File: config.mk
export PLATFORM = sky130hd
export DESIGN_NAME = sweep_sequencer
export DESIGN_NICKNAME = d
export VERILOG_FILES = /design/src/rtl/sweep_sequencer.sv
export SDC_FILE = /design/constraint.sdc
export NUM_CORES = 1
export LEC_CHECK = 0
export CAP_MARGIN = 20
export CORE_AREA = 2 2 162 148
export CTS_CLUSTER_DIAMETER = 200
export DETAILED_ROUTE_END_ITERATION = 12
export DIE_AREA = 0 0 164 150
export PLACE_DENSITY = 0.64
export SLEW_MARGIN = 20
export SYNTH_ARGS = -nofsm -noshare
export SYNTH_HDL_FRONTEND = slang
export SYNTH_SLANG_ARGS = --single-unit
File: constraint.sdc
create_clock -name clk -period 3.6 [get_ports clk]
set_clock_uncertainty 0.15 [all_clocks]
set_input_delay 0.36 -clock clk [delete_from_list [all_inputs] [get_ports clk]]
set_output_delay 0.36 -clock clk [all_outputs]
set_load 0.03 [all_outputs]
File: src/rtl/sweep_sequencer.sv
// Steps the generator's frequency select through a programmed table of
// (code, dwell) entries; single-pass or looping, with start/stop and done pulse.
module sweep_sequencer #(
    parameter int          DEPTH     = 8,
    parameter int          CODE_W    = 4,
    parameter int          DWELL_W   = 16,
    parameter int unsigned PARK_CODE = 0
) (
    input  logic                       clk,
    input  logic                       reset,
    input  logic                       cfg_we,
    input  logic [$clog2(DEPTH)-1:0]   cfg_addr,
    input  logic [CODE_W-1:0]          cfg_code,
    input  logic [DWELL_W-1:0]         cfg_dwell,
    input  logic [$clog2(DEPTH):0]     cfg_len,
    input  logic                       loop,
    input  logic                       start,
    input  logic                       stop,
    output logic [CODE_W-1:0]          freq_value,
    output logic                       busy,
    output logic                       done,
    output logic [$clog2(DEPTH)-1:0]   step_idx,
    output logic                       step_strobe
);
    localparam int AW = $clog2(DEPTH);
    localparam int LW = AW + 1;
    localparam logic [CODE_W-1:0] PARK = CODE_W'(PARK_CODE);

    typedef enum logic {IDLE, RUN} state_t;

    state_t               state, state_n;
    logic [CODE_W-1:0]    code_tbl  [DEPTH];
    logic [DWELL_W-1:0]   dwell_tbl [DEPTH];
    logic [DWELL_W-1:0]   cnt, cnt_n;
    logic [LW-1:0]        len, len_n;
    logic [CODE_W-1:0]    freq_n;
    logic                 busy_n, done_n, strobe_n;
    logic [AW-1:0]        idx_n;
    logic                 load;
    logic [AW-1:0]        load_idx;
    logic                 last_entry;

    // Table is only writable while idle, so RUN-time reads always see a stable table.
    always_ff @(posedge clk) begin
        if (reset) begin
            for (int i = 0; i < DEPTH; i++) begin
                code_tbl[i]  <= '0;
                dwell_tbl[i] <= '0;
            end
        end else if (cfg_we && state == IDLE) begin
            code_tbl[cfg_addr]  <= cfg_code;
            dwell_tbl[cfg_addr] <= cfg_dwell;
        end
    end

    assign last_entry = ({1'b0, step_idx} == (len - LW'(1)));

    always_comb begin
        state_n  = state;
        freq_n   = freq_value;
        busy_n   = busy;
        done_n   = 1'b0;
        strobe_n = 1'b0;
        idx_n    = step_idx;
        cnt_n    = cnt;
        len_n    = len;
        load     = 1'b0;
        load_idx = '0;

        case (state)
            IDLE: begin
                freq_n = PARK;
                busy_n = 1'b0;
                idx_n  = '0;
                if (start && !stop && cfg_len != '0) begin
                    len_n    = (cfg_len > LW'(DEPTH)) ? LW'(DEPTH) : cfg_len;
                    state_n  = RUN;
                    load     = 1'b1;
                    load_idx = '0;
                end
            end
            RUN: begin
                if (stop) begin
                    state_n = IDLE;
                    freq_n  = PARK;
                    busy_n  = 1'b0;
                    idx_n   = '0;
                end else if (cnt != '0) begin
                    cnt_n = cnt - DWELL_W'(1);
                end else if (!last_entry) begin
                    load     = 1'b1;
                    load_idx = step_idx + AW'(1);
                end else if (loop) begin
                    load     = 1'b1;
                    load_idx = '0;
                end else begin
                    state_n = IDLE;
                    freq_n  = PARK;
                    busy_n  = 1'b0;
                    idx_n   = '0;
                    done_n  = 1'b1;
                end
            end
            default: state_n = IDLE;
        endcase

        // Entry load: a D-valued dwell counts D..0, giving D+1 cycles on the output.
        if (load) begin
            freq_n   = code_tbl[load_idx];
            cnt_n    = dwell_tbl[load_idx];
            idx_n    = load_idx;
            strobe_n = 1'b1;
            busy_n   = 1'b1;
        end
    end

    always_ff @(posedge clk) begin
        if (reset) begin
            state       <= IDLE;
            cnt         <= '0;
            len         <= '0;
            freq_value  <= PARK;
            busy        <= 1'b0;
            done        <= 1'b0;
            step_idx    <= '0;
            step_strobe <= 1'b0;
        end else begin
            state       <= state_n;
            cnt         <= cnt_n;
            len         <= len_n;
            freq_value  <= freq_n;
            busy        <= busy_n;
            done        <= done_n;
            step_idx    <= idx_n;
            step_strobe <= strobe_n;
        end
    end
endmodule
### Yosys cells after proc, flatten, opt, wreduce, memory -nomap -nowiden

Memories as Yosys holds them, arrays and structs flattened.
Cells that the tools add are included.

* output and inout port bits: 10
* memories: 2
* bits of input ports: 33
* register bits after elaboration: 31
* RAM bits: 160
* logic and storage cells: 84

* eq/ne operators: 5
* bitwise gates (word level): 2
* reductions and logical operators: 14
* muxes and demuxes: 49
* add/subtract/negate cells: 3
* magnitude comparators: 1

Memory list
* dwell_tbl: depth 8, bits a word 16, rd ports 1, clocked after Yosys merged registers in 0, write ports 8, line 33 `logic [DWELL_W-1:0] dwell_tbl [DEPTH];`
* code_tbl: depth 8, bits a word 4, rd ports 1, clocked after Yosys merged registers in 0, write ports 8, line 32 `logic [CODE_W-1:0] code_tbl [DEPTH];`

Operators with widths (number)
* 16-bit two-way mux: 5
* 3-bit two-way mux: 10
* 4-bit two-way mux: 7
* 1-bit two-way mux: 21
* 16-bit nonzero test: 1
* 16-bit OR reduction: 1
* 16-bit by 1-bit subtractor with 16-bit output (second input constant): 1
* 3-bit one-hot mux with 2 select lines: 2
* 4-bit one-hot mux with 2 select lines: 1
* 1-bit one-hot mux with 2 select lines: 3
* 3-bit AND reduction: 2
* 5-bit OR reduction: 1
* 3-bit by 4-bit equality test with 1-bit output: 1
* 4-bit greater-than comparator (second input constant): 1
* 4-bit by 2-bit != test with 1-bit output (second input constant): 1
* 4-bit by 3-bit != test with 1-bit output (second input constant): 1
* 4-bit != test (second input constant): 1
* 2-bit nonzero test: 2
* 4-bit nonzero test: 1
* 4-bit OR reduction: 1
* 4-bit by 1-bit subtractor with 4-bit output (second input constant): 1
* 3-bit by 1-bit adder with 3-bit output (second input constant): 1
* 1-bit logical AND: 3
* 2-bit by 1-bit != test with 1-bit output (second input constant): 1
* 3 further kinds: 4

### Depth between registers and ports, before layout

* depth in word-level cells: 8
* mapped depth: 11
* gate-level depth less buffers: 8

### Worst setup path after synthesis

No wires, ideal clock.

* path kind: register to register
* from: register cnt[0]
* to: register cnt[13]
* arrival: 2991 ps
* library setup time: 137 ps
* period minus slack after synthesis: 3277 ps
* buffers on the path: 1
* required time: 3313 ps
* stages on the path, launching flop included: 10
* slack: 323 ps
* cells stage by stage: dfxtp_1 inv_1 ha_1 or4b_2 or4_4 a2111oi_4 buf_6 mux2_2 a221oi_1 a311oi_1

* word-level cells in the longest chain between the ends: 6
* elaborated cells between the ends (all ways): 17
* classes of those cells: add/sub (1); eq/ne (1); mux (10); reduce/logical (4); memory (1)

Ends and longest elaborated chain
* start: declaration: line 34 `logic [DWELL_W-1:0] cnt, cnt_n;`
* start signal: assignment: line 129 `cnt <= cnt_n;`
* 16-bit nonzero test: line 88 `end else if (cnt != '0) begin`
* 3-bit two-way mux / 1-bit two-way mux (equally long branches): line 88
* 3-bit two-way mux / 1-bit two-way mux (equally long branches): line 83 `if (stop) begin`
* 3-bit one-hot mux with 2 select lines / 1-bit one-hot mux with 2 select lines (equally long branches): line 70 `case (state)`
* memory read 8 x 16 bit (tied with other cells)
* 16-bit two-way mux / 3-bit AND reduction (equally long branches)

Parallel ways exist; a longest one is shown, timed or not. The select of a mux whose other input is x is not followed.
A chain may end at the register's enable or synchronous reset.

### Final worst setup path

* from: register cnt[0]
* to: register cnt[0]

The elaborated chain is that of the path after synthesis.

==> results by group <==
Logic synthesis
  • Synth area leader: edfxtp_1
  • Top_reg_cell synth: edfxtp_1
  • Mapped Area: 9025 µm²
  • Ys Warns: 0
  • Ranking of synthesized cells by area: edfxtp_1 53%, and2_1 11%, dfxtp_1 6.9%
  • Synth Instances: 735
  • Post-synth ARST share: 0
  • Mapped Nets: 772
  • Area share of the largest cell type after synthesis: 0.5324
  • #FFs+latches synth: 191
  • Register area share after synthesis: 0.6011
  • Number of distinct library cells after synthesis: 59
  • Syn avg cell area: 12.28 µm²
  • EDFF count, synth: 160

Power and ir drop
  • Clk pwr share: 0.385
  • Power density over the cells: 462.1 nW/µm²
  • P_leak: 0.003652 µW
  • Int Power: 3646 µW
  • Switch share: 0.2476
  • Seq pwr share: 0.526
  • Max IR drop VDD: 0.2574 mV
  • Combinational share of power: 0.089
  • NetSw: 1200 µW
  • Pwr Total: 4846 µW

GRT
  • Number of global-route vias before repair: 6,018
  • Largest net degree at the start of global routing: 42
  • Total gr overflow: 0
  • Antenna violations before repair: 0
  • First-pass GRT wire length: 36.67 mm
  • Gr usage total: 0.2047

Final layout
  • Diodes inserted: 0
  • Final nets: 823
  • FILL cells: 2,032
  • Area added between synthesis and finish: 16.21%
  • Layout cells sized above 1: 0.1339

Die
  • Die area: 24,600 µm²
  • Die Wd: 164 µm
  • Placement Rows: 53
  • Initial cell density of the core: 0.3922
  • I/O pin count: 43
  • Die height: 150 µm
  • Core ar.: 23,010 µm²

Timing
  • Slew HR: 0.4381
  • Setup TNS: 0 ns
  • Maximum clock frequency: 300.3 MHz
  • Tmin final: 3.330 ns
  • # setup viols final: 0
  • Final worst slack: 0.2698 ns
  • RSZ-0062 raised after global routing: false
  • Final Hold Viols: 0
  • Final Cycle Share: 0.9251
  • Worst slew pin tran: 0.8420 ns
  • Slew Limit Fails: 0

Min path
  • Worst hold path class: flop to flop

CTS
  • Total setup buffers inserted after CTS: 0
  • Root buf cell: clkbuf_16
  • Worst-Skew Late Latency: 0.44 ns
  • Clock-pin slew on the worst setup and hold paths: 0.07 ns
  • CTS tree: done
  • Clk buf depth: 2
  • Clock Sinks: 191
  • Num CTS Buffers: 17
  • H-tree levels: 4

Route
  • Drt initial violations: 578
  • Vias post-DR: 6,020
  • ANT nets after route: 0
  • WL/cell: 21.58 µm
  • # DRC: 0
  • Total wire length: 23.76 mm
  • Pre-antenna DRT Iters: 6
  • Vias per cell: 5.468

Setup path
  • CP max stage cell: or4b_2
  • Critical-path cell list: inv_1 -> ha_1 -> or4b_2 -> or4_4 -> a2111oi_4 -> buf_12 -> mux2_2 -> a221oi_1 -> a221oi_1
  • Crit end category: flop
  • WS Path Type: flop to flop
  • CP Data Required Time: 3.75 ns
  • Cell mode on critical path: a221oi_1
  • CP Max Fanout: 23
  • Arr. time, crit path: 3.48 ns
  • Crit-path max cell delay: 0.60 ns
  • CP Launch Type: flop

Outcome
  • Outcome: completed

Place
  • Final GP Congestion: 0.7974
  • Pre-CTS WS: 0.1881 ns
  • DP HPWL: 14.84 mm
  • Input/output buffers: 42

Flow run
  • Max-cap violations: 0
[power groups by stage]
stage,sequential [µW],combinational [µW],clock [µW]
final,2550,432,1870
after global routing,2560,474,1960
after global placement,2590,424,0
after CTS,2550,430,1880
after floorplan,2590,254,0
after detailed placement,2600,428,0
[metal layers]
layer / track usage / share of wire / up-vias
li1: - / - / 2797
met1: 0.2941 / 0.47 / 2990
met2: 0.3160 / 0.45 / 211
met3: 0.03769 / 0.060 / 22
met4: 0.06053 / 0.016 / 0
met5: 0 / 0 / -
[layout by cell type, fill, tap and decap left out, drive strengths merged, types with 4 or more instances in the layout]
| cell | netlist | layout |
|---|---|---|
| edfxtp | 160 | 160 |
| a211oi | 16 | 16 |
| or2 | 10 | 10 |
| xor2 | 10 | 10 |
| mux2i | 29 | 29 |
| a221oi | 7 | 7 |
| or4 | 7 | 7 |
| a31oi | 4 | 4 |
| nor3 | 16 | 16 |
| buf | 8 | 33 |
| mux2 | 32 | 32 |
| clkbuf | 35 | 17 |
| nor2 | 52 | 52 |
| ha | 4 | 4 |
| or3 | 7 | 7 |
| clkdlybuf4s50 | 0 | 42 |
| o211ai | 10 | 10 |
| and2 | 160 | 160 |
| a22oi | 5 | 5 |
| nand2 | 38 | 38 |
| nand3b | 5 | 5 |
| o21ai | 8 | 8 |
| clkinv | 1 | 4 |
| dfxtp | 31 | 31 |
| a311oi | 13 | 13 |
| inv | 5 | 13 |
| xnor2 | 7 | 7 |
| a21oi | 16 | 16 |
[through the flow]
stage | cell area, µm² | hold WS (ns) | std cells | utilization
floorplan | 9025 | 0.2946 | 735 | -
global placement | 9912 | 0.3103 | 1069 | 0.4308
detailed placement | 9912 | 0.3196 | 1069 | 0.4308
CTS | 10480 | 0.3330 | 1101 | 0.4556
global route | 10490 | 0.3673 | 1101 | 0.4558
finish | 10490 | 0.3315 | 1101 | 0.4558
[synthesized netlist by cell type (7+ instances only)]
cell type / n
and2_1: 160
edfxtp_1: 160
nor2_1: 51
nand2_1: 38
clkbuf_1: 34
dfxtp_1: 31
mux2i_1: 29
mux2_2: 18
a211oi_1: 16
a21oi_1: 16
nor3_1: 16
mux2_1: 14
a311oi_1: 12
o211ai_1: 10
or2_2: 10
xor2_1: 10
o21ai_0: 8
a221oi_1: 7
or3_1: 7
xnor2_1: 7
[state kept, by name, summed over array words and instances, names as in the netlist]
| register | flops |
|---|---|
| done | 1 |
| code_tbl | 32 |
| dwell_tbl | 128 |
| step_idx | 3 |
| cnt | 16 |
| freq_value | 4 |
| busy | 1 |
| len | 4 |
| step_strobe | 1 |
| state | 1 |
[critical path: cells and delay by family (launching register included)]
family	cells	cell delay, ns
and+or+nand+nor	2	1.08
AOI/OAI and AO/OA	3	0.76
buffers and inverters	2	0.37
muxes	1	0.35
DFF	1	0.32
adders and majority gates	1	0.15
[worst paths after layout]
kind	startpoint	endpoint	slack, ns	cells after the start
min reg2reg	len[3]	len[3]	0.33	2
min	len[3]	len[3]	0.33	2
max	cnt[0]	cnt[0]	0.27	9
max reg2reg	cnt[0]	cnt[0]	0.27	9
[cell families after synthesis]
| family | after synthesis | share of synthesized area |
|---|---|---|
| AOI/OAI and AO/OA | 100 | 0.08346 |
| xor gates and xnor gates | 18 | 0.01913 |
| adders and majority gates | 4 | 0.005546 |
| buffers and inverters | 49 | 0.02357 |
| DFF | 191 | 0.6011 |
| muxes | 62 | 0.07459 |
| and+or+nand+nor | 311 | 0.1926 |
[layout make-up]
| class | count | area, µm² | area share |
|---|---|---|---|
| inverters | 6 | 22.52 | 0.002147 |
| clock inverters | 15 | 146.4 | 0.01396 |
| multi-input cells | 495 | 3406 | 0.3247 |
| flip-flops and latches | 191 | 5425 | 0.5173 |
| repair buffers | 75 | 684.4 | 0.06526 |
| well taps | 302 | 377.9 | 0.03603 |
| clock buffers | 17 | 425.4 | 0.04056 |
[timing repair]
item                       in CTS  in global routing
setup endpoints to repair       0                  2
hold buffers                    0                  0
gates resized for setup         0                  1
(Power assumes the default switching activity.)
